### src/rtl/mem_dbus_if.sv
// MEM-stage data-bus master: turns one load/store into a req/ack bus transaction,
// stalls the pipeline while it is outstanding and buffers load data until the stall clears.
// Optional alignment check enabled by defining DBUS_ALIGN_CHECK_EN.
module mem_dbus_if #(
    parameter int unsigned TIMEOUT_CYC = 255
) (
    input  logic        clk,
    input  logic        rst_n,
    input  logic [5:0]  stall,
    input  logic        flush,
    input  logic        cpu_ce,
    input  logic        cpu_we,
    input  logic [31:0] cpu_addr,
    input  logic [3:0]  cpu_sel,
    input  logic [31:0] cpu_wdata,
    output logic [31:0] cpu_rdata,
    output logic        stallreq,
    output logic        bus_req,
    output logic        bus_we,
    output logic [31:0] bus_addr,
    output logic [3:0]  bus_sel,
    output logic [31:0] bus_wdata,
    input  logic [31:0] bus_rdata,
    input  logic        bus_ack,
`ifdef DBUS_ALIGN_CHECK_EN
    output logic        misalign_exc,
`endif
    output logic        bus_timeout
);

    typedef enum logic [1:0] {
        ST_IDLE = 2'd0,
        ST_BUSY = 2'd1,
        ST_HOLD = 2'd2
    } state_e;

    localparam bit          TMO_EN   = (TIMEOUT_CYC != 0);
    localparam logic [31:0] TMO_LAST = TIMEOUT_CYC - 32'd1;

    state_e      state_q;
    logic        bus_req_q;
    logic        bus_we_q;
    logic [31:0] bus_addr_q;
    logic [3:0]  bus_sel_q;
    logic [31:0] bus_wdata_q;
    logic        bus_timeout_q;
    logic [31:0] rd_buf_q;
    logic [31:0] cnt_q;

    logic misalign;
    logic issue;
    logic timeout_hit;

`ifdef DBUS_ALIGN_CHECK_EN
    assign misalign = ((cpu_sel == 4'b1111) && (cpu_addr[1:0] != 2'b00)) ||
                      (((cpu_sel == 4'b0011) || (cpu_sel == 4'b1100)) && cpu_addr[0]);
    assign misalign_exc = (state_q == ST_IDLE) && cpu_ce && misalign;
`else
    assign misalign = 1'b0;
`endif

    assign issue       = (state_q == ST_IDLE) && cpu_ce && !flush && !misalign;
    // The counter holds the number of ack-less BUSY cycles already seen.
    assign timeout_hit = TMO_EN && (state_q == ST_BUSY) && !bus_ack && (cnt_q == TMO_LAST);

    always_comb begin
        stallreq  = issue || ((state_q == ST_BUSY) && !flush && !bus_ack && !timeout_hit);
        cpu_rdata = 32'd0;
        if ((state_q == ST_BUSY) && !flush && bus_ack && !bus_we_q) begin
            cpu_rdata = bus_rdata;
        end else if (state_q == ST_HOLD) begin
            cpu_rdata = rd_buf_q;
        end
    end

    assign bus_req     = bus_req_q;
    assign bus_we      = bus_we_q;
    assign bus_addr    = bus_addr_q;
    assign bus_sel     = bus_sel_q;
    assign bus_wdata   = bus_wdata_q;
    assign bus_timeout = bus_timeout_q;

    always_ff @(posedge clk or negedge rst_n) begin
        if (!rst_n) begin
            state_q       <= ST_IDLE;
            bus_req_q     <= 1'b0;
            bus_we_q      <= 1'b0;
            bus_addr_q    <= 32'd0;
            bus_sel_q     <= 4'd0;
            bus_wdata_q   <= 32'd0;
            bus_timeout_q <= 1'b0;
            rd_buf_q      <= 32'd0;
            cnt_q         <= 32'd0;
        end else begin
            bus_timeout_q <= 1'b0;
            case (state_q)
                ST_IDLE: begin
                    if (issue) begin
                        bus_req_q   <= 1'b1;
                        bus_we_q    <= cpu_we;
                        bus_addr_q  <= cpu_addr;
                        bus_sel_q   <= cpu_sel;
                        bus_wdata_q <= cpu_wdata;
                        rd_buf_q    <= 32'd0;
                        cnt_q       <= 32'd0;
                        state_q     <= ST_BUSY;
                    end
                end
                ST_BUSY: begin
                    if (flush) begin
                        bus_req_q   <= 1'b0;
                        bus_we_q    <= 1'b0;
                        bus_addr_q  <= 32'd0;
                        bus_sel_q   <= 4'd0;
                        bus_wdata_q <= 32'd0;
                        state_q     <= ST_IDLE;
                    end else if (bus_ack) begin
                        bus_req_q <= 1'b0;
                        bus_we_q  <= 1'b0;
                        bus_sel_q <= 4'd0;
                        if (!bus_we_q) begin
                            rd_buf_q <= bus_rdata;
                        end
                        state_q <= (stall != 6'd0) ? ST_HOLD : ST_IDLE;
                    end else if (timeout_hit) begin
                        bus_req_q     <= 1'b0;
                        bus_we_q      <= 1'b0;
                        bus_addr_q    <= 32'd0;
                        bus_sel_q     <= 4'd0;
                        bus_wdata_q   <= 32'd0;
                        bus_timeout_q <= 1'b1;
                        rd_buf_q      <= 32'd0;
                        state_q       <= (stall != 6'd0) ? ST_HOLD : ST_IDLE;
                    end else begin
                        cnt_q <= cnt_q + 32'd1;
                    end
                end
                ST_HOLD: begin
                    if (stall == 6'd0) begin
                        state_q <= ST_IDLE;
                    end
                end
                default: state_q <= ST_IDLE;
            endcase
        end
    end

endmodule

### config.mk
export PLATFORM = sky130hd
export DESIGN_NAME = mem_dbus_if
export DESIGN_NICKNAME = d
export VERILOG_FILES = /design/src/rtl/mem_dbus_if.sv
export SDC_FILE = /design/constraint.sdc
export NUM_CORES = 1
export LEC_CHECK = 0
export ABC_AREA = 0
export CORE_MARGIN = 8
export CORE_UTILIZATION = 30
export CTS_CLUSTER_SIZE = 16
export DETAILED_ROUTE_END_ITERATION = 10
export GPL_TIMING_DRIVEN = 0
export PLACE_DENSITY = 0.65
export SLEW_MARGIN = 10
export SYNTH_ARGS = -nofsm -noshare
export SYNTH_HDL_FRONTEND = slang
export SYNTH_SLANG_ARGS = --single-unit
### constraint.sdc
create_clock -name clk -period 3.48 [get_ports clk]
set_clock_uncertainty 0.1 [all_clocks]
set_input_delay 0.696 -clock clk [delete_from_list [all_inputs] [get_ports clk]]
set_output_delay 0.696 -clock clk [all_outputs]
set_load 0.05 [all_outputs]
==> results of run 1 <==
## power by group through the flow
stage / combinational [mW] / sequential, mW / clock (mW)
2_1_floorplan: 0.336 / 2.47 / 0
3_3_place_gp: 1.51 / 1.93 / 0
3_5_place_dp: 1.53 / 1.93 / 0
4_1_cts: 1.52 / 1.91 / 1.93
5_1_grt: 1.58 / 1.94 / 2.00
6_report: 1.50 / 1.91 / 1.88
## sequential cells by signal, indices dropped and copies added (netlist names)
register	flops
bus_addr	32
bus_req	1
bus_wdata	32
cnt_q	32
state_q	2
rd_buf_q	32
bus_timeout	1
bus_we	1
bus_sel	4
## Yosys cell counts
cell type | n | area, µm²
a21oi_1 | 15 | 75.1
a22o_1 | 133 | 1160
and2_1 | 2 | 12.5
and3_1 | 2 | 12.5
and4_1 | 5 | 43.8
buf_1 | 5 | 18.8
buf_2 | 5 | 25.0
buf_4 | 1 | 7.51
buf_6 | 1 | 11.3
clkbuf_1 | 30 | 113
dfrtp_1 | 137 | 3430
ha_1 | 2 | 25.0
inv_1 | 2 | 7.51
mux2i_1 | 2 | 20.0
nand2_1 | 25 | 93.8
nand2b_1 | 1 | 6.26
nand3_1 | 15 | 75.1
nand3b_1 | 1 | 7.51
nand4_1 | 12 | 75.1
nand4b_1 | 1 | 8.76
nor2_1 | 13 | 48.8
nor2b_1 | 2 | 12.5
nor3_1 | 10 | 50.1
nor3_2 | 2 | 20.0
nor4_1 | 18 | 113
nor4b_1 | 1 | 8.76
nor4b_2 | 1 | 15.0
nor4bb_1 | 2 | 20.0
o211ai_1 | 3 | 22.5
o21ai_0 | 15 | 75.1
o21ai_1 | 2 | 10.0
o221ai_1 | 1 | 8.76
o311ai_0 | 2 | 17.5
o31ai_1 | 8 | 60.1
o41ai_1 | 1 | 8.76
or2_2 | 4 | 25.0
or3_1 | 9 | 56.3
or4_1 | 10 | 75.1
or4b_1 | 1 | 10.0
or4b_2 | 1 | 10.0
or4b_4 | 1 | 13.8
xnor2_1 | 7 | 61.3
## repair_timing
item                       4_1_cts  5_1_grt
hold endpoints to repair         0        0
cloned                           0        0
resized for setup              113       11
setup endpoints to repair       33       33
pin swaps                        1        2
setup buffers                    0        5
## cells by family (layout without fill, tap and decap cells)
logic type	count (synthesis)	in the layout	synth area share, %
muxes	2	2	0.335
DFF	137	137	57.4
and+or+nand+nor	139	139	13.6
AOI/OAI and AO/OA	180	180	24.2
adders and majority gates	2	2	0.419
xor gates and xnor gates	7	7	1.03
buffers and inverters	44	298	3.06
## routing by layer
layer / GRT usage [%] / part of all wire, % / vias up
li1: - / - / 2495
met1: 18.9 / 42 / 2545
met2: 25.2 / 49 / 165
met3: 5.79 / 7.8 / 23
met4: 5.58 / 1.8 / 0
met5: 0 / 0 / -
## worst min path at each step
stage / end / start / slack [ns] / cells past startpoint
floorplan: bus_addr[0]$_DFFE_PN0P_ / rst_n / 0.30 / 0
global placement: bus_sel[3]$_DFFE_PN0P_ / bus_sel[3]$_DFFE_PN0P_ / 0.38 / 1
detailed placement: bus_wdata[27]$_DFFE_PN0P_ / bus_wdata[27]$_DFFE_PN0P_ / 0.38 / 1
CTS: bus_wdata[28]$_DFFE_PN0P_ / rst_n / 0.19 / 1
global route: bus_wdata[27]$_DFFE_PN0P_ / rst_n / 0.22 / 1
finish: bus_addr[29]$_DFFE_PN0P_ / rst_n / 0.17 / 1
## layout make-up
cell class	count	area, µm²
sequential	137	3430
timing repair buffer	222	2250
clock inverter	14	185
fill	1834	10300
tap	265	332
buffer	42	193
inverter	2	7.51
multi-input combinational	330	2380
clock buffer	18	429
==> impl_metrics.toml, run 1 <==
[setup_path]
crit_start = "bus_ack"
cp_max_fo = 10
crit_path_cell_trace = "clkdlybuf4s50_1 > or4b_4 > buf_6 > o21ai_0 > buf_2"
worstSetupPathDepth = 5
max_stage_delay_ns = 0.58
path_buf_inv = 3
crit_path_start_kind = "primary input"
endpoint = "stallreq"
arrival_ns = 2.60
crit_family = "buffers and inverters"
rrSetupSlack_ns = 0.48
critPathKind = "in -> out"
r2r_end = "bus_addr[23]$_DFFE_PN0P_"
cp.required_ns = 2.68
worst_setup_path_end_kind = "output port"
timing.rr.start = "cnt_q[0]$_DFFE_PN0P_"
ff2ff_path_depth = 7
crit_slowest_cell = "or4b_4"

[drt]
drt-vias-per-instance = 5.08
drt_pre_antenna_iters = 5
drc = 0
wl_um = 19100
wl_per_cell_um = 18.6
drt_iter0_markers = 279
drtAntennaViolNets = 0
vias = 5228

[global_route]
grt_pass1_wl_um = 30500
grt_pass1_vias = 5559
track_usage_pct = 15.6
overflow = 0
antenna_found_initial = 0
grt_max_degree = 70

[pwr]
p_total_mw = 5.29
clockPowerShare_pct = 35.5
irDropWorstVdd_mv = 0.372
combPwrFrac_pct = 28.4
leakagePower_nw = 3.85
switching_share_pct = 33.8
p_sw_mw = 1.79
p_seq_share_pct = 36.1
p_int_mw = 3.50
p_per_area_nw_per_um2 = 576

[timing]
worst_pin_slew_ns = 1.06
fin_hold_ws_ns = 0.166
setup_viol = 0
max_slew_margin_pct = 28.8
fmax_mhz = 295
fin_ws_ns = 0.0862
drv_slew = 0
hold_viol_final = 0
finalSetupTns_ns = 0
fin_crit_ns = 3.39
period_share_pct = 97.5

[floorplan]
die_h_um = 157
row_count = 51
die_x_um = 157
io_pins = 216
start_util_pct = 30.6
core_um2 = 19500
dieArea_um2 = 24700

[yosys]
syn-cell-area_um2 = 5970
synth_seq_cells = 137
yosysUniqueCellTypes = 42
synthCells = 511
ys_seq_area_share_pct = 57.4
synth.net_count = 625
yosys_warnings = 0
postSynthAreaPerCell_um2 = 11.7

[final_layout]
fin_util_pct = 47.1
area_delta_synth_final_pct = 54.0
final_cells = 1030
insertedDiodeCount = 0
nets = 866
layout_common_cells = "181 x clkdlybuf4s50_1, 137 x dfrtp_1, 133 x a22o_1, 27 x clkbuf_1, 25 x nand2_1"
drive_gt1_share_pct = 12.4
mostFrequentLayoutCell = "clkdlybuf4s50_1"
design_area_um2 = 9200

[place]
placed_area_um2 = 8500
dp_hpwl_um = 13900
io_buffers = 215
pre_cts_ws_ns = -0.971
dp_cells = 993
place_congestion = 0.855

[clock_tree]
cts_tree = "built"
cts.path.max_buffers = 2
clkTransAtPathRegs_ns = 0.06
clock_sinks = 137
numCtsBuffers = 17
htreeDepth = 4
worst_skew_pair.late_latency_ns = 0.41
ctsHoldBuffers = 0
clockRootBuffer = "clkbuf_16"

[outcome]
outcome = "completed"

[hold_path]
hold_class = "in -> async"

[flow_run]
cap_viol_max_count = 0
Power figures use the tool's default switching activity.
==> run 2: changes to the inputs <==
--- a/config.mk
+++ b/config.mk
@@ -8,10 +8,10 @@
 export ABC_AREA = 0
 export CORE_MARGIN = 8
 export CORE_UTILIZATION = 30
+export CTS_BUF_LIST = sky130_fd_sc_hd__clkbuf_8 sky130_fd_sc_hd__clkbuf_16
 export CTS_CLUSTER_SIZE = 16
 export DETAILED_ROUTE_END_ITERATION = 10
 export GPL_TIMING_DRIVEN = 0
-export PLACE_DENSITY = 0.65
 export SLEW_MARGIN = 10
 export SYNTH_ARGS = -nofsm -noshare
 export SYNTH_HDL_FRONTEND = slang
==> impl_metrics.toml, run 2 (synthesis gave the netlist of run 1 again) <==
[clock_tree]
ctsHoldBuffers = 0
htreeDepth = 4
clkTransAtPathRegs_ns = 0.06
clock_sinks = 137
numCtsBuffers = 17
cts_tree = "built"
clockRootBuffer = "clkbuf_16"
cts.path.max_buffers = 2
worst_skew_pair.late_latency_ns = 0.42

[global_route]
met1_usage_pct = 19.4
track_usage_pct = 16.1
grt_use_met2_pct = 25.6
use_met3_pct = 7.16
grt_max_degree = 76
grt_pass1_wl_um = 31300
grt_pass1_vias = 5758
overflow = 0
antenna_found_initial = 0
grt_busiest_layer = "met2"

[timing]
fin_hold_ws_ns = 0.162
hold_viol_final = 0
setup_viol = 0
period_share_pct = 96.7
fin_ws_ns = 0.115
finalSetupTns_ns = 0
fmax_mhz = 297
worst_pin_slew_ns = 1.11
drv_slew = 0
rsz0062_at_grt = "false"
max_slew_margin_pct = 25.6
fin_crit_ns = 3.37

[pwr]
leakagePower_nw = 3.86
p_sw_mw = 1.82
combPwrFrac_pct = 28.3
irDropWorstVdd_mv = 0.363
p_total_mw = 5.31
p_seq_share_pct = 36.1
clockPowerShare_pct = 35.6
p_int_mw = 3.50
p_per_area_nw_per_um2 = 582
switching_share_pct = 34.2

[drt]
drt_iter0_markers = 309
drt_pre_antenna_iters = 5
drtAntennaViolNets = 0
drc = 0
drt-vias-per-instance = 5.22
wl_per_cell_um = 19.3
wl_um = 19800
vias = 5350

[floorplan]
io_pins = 216
row_count = 51
start_util_pct = 30.6
die_x_um = 157
dieArea_um2 = 24700
core_um2 = 19500
die_h_um = 157

[setup_path]
critPathKind = "in -> out"
crit_path_start_kind = "primary input"
worst_setup_path_end_kind = "output port"
cp_max_fo = 10
cp.required_ns = 2.68
arrival_ns = 2.57

[place]
dp_hpwl_um = 14600
io_buffers = 215
dp_cells = 992
place_congestion = 0.849
pre_cts_ws_ns = -0.956
placed_area_um2 = 8490

[outcome]
outcome = "completed"

[final_layout]
fin_util_pct = 46.8
drive_gt1_share_pct = 12.0
fillers = 1845
insertedDiodeCount = 0
final_cells = 1025
layout_common_cells = "180 x clkdlybuf4s50_1, 137 x dfrtp_1, 133 x a22o_1, 26 x clkbuf_1, 25 x nand2_1"
mostFrequentLayoutCell = "clkdlybuf4s50_1"
design_area_um2 = 9140
nets = 862
area_delta_synth_final_pct = 52.9

[flow_run]
cap_viol_max_count = 0

[hold_path]
hold_class = "in -> async"
[run 2: cell types whose count changed in the layout (fill, tap and decap cells not counted), sizes merged]
cell	change
clkdlybuf4s15	-4
buf	+2
clkdlybuf4s18	-2
clkbuf	-1
clkdlybuf4s50	-1
clkinv	+1
clkinvlp	-1
dlymetal6s2s	+1
[run 2: power groups by stage]
stage / sequential [mW] / combinational [mW] / clock, mW
after detailed placement: 1.93 / 1.52 / 0
after floorplan: 2.47 / 0.336 / 0
after global placement: 1.94 / 1.50 / 0
after global routing: 1.94 / 1.58 / 2.01
after CTS: 1.92 / 1.52 / 1.94
final: 1.92 / 1.50 / 1.89
[run 2: worst max-delay path, cell delays in order]
cell and delay (ns):
clkdlybuf4s50_1 0.51, nor2_2 0.20, nand2_1 0.14, nor2_4 0.22, clkbuf_4 0.26, a22o_1 0.17
clkdlybuf4s18_2 0.38
[run 2: timing repair]
item / in CTS / in global routing
buffers inserted: 0 / 2
gates resized for setup: 130 / 5
cloned: 0 / 0
endpoints found under the setup margin: 33 / 42
pin swaps: 0 / 2
[run 2: final timing paths]
| path | startpoint | endpoint | slack [ns] | cells past startpoint |
|---|---|---|---|---|
| max | flush | cpu_rdata[19] | 0.11 | 7 |
| min | rst_n | cnt_q[20]$_DFFE_PN0P_ | 0.16 | 1 |
| max reg2reg | cnt_q[0]$_DFFE_PN0P_ | bus_wdata[1]$_DFFE_PN0P_ | 0.40 | 7 |
| min reg2reg | bus_addr[9]$_DFFE_PN0P_ | bus_addr[9]$_DFFE_PN0P_ | 0.40 | 1 |
| max in group asynchronous | rst_n | state_q[0]$_DFFE_PN0P_ | 2.34 | 2 |
| min in group clk | bus_addr[9]$_DFFE_PN0P_ | bus_addr[9]$_DFFE_PN0P_ | 0.40 | 1 |
[run 2: area by class of cell]
class	instances	area [µm²]	share of cell area, %
Inverter	2	7.51	0.0822
Clock buffer	17	425	4.66
Multi-Input combinational cell	330	2380	26.0
Buffer	42	193	2.11
Tap cell	265	332	3.63
Clock inverter	14	185	2.03
Timing Repair Buffer	218	2190	23.9
Sequential cell	137	3430	37.5
[run 2: metal layers]
| metal | vias up | part of all wire, % |
|---|---|---|
| met2 | 182 | 48 |
| met5 | - | 0 |
| met1 | 2667 | 42 |
| met3 | 20 | 8.9 |
| met4 | 0 | 1.5 |
| li1 | 2481 | - |
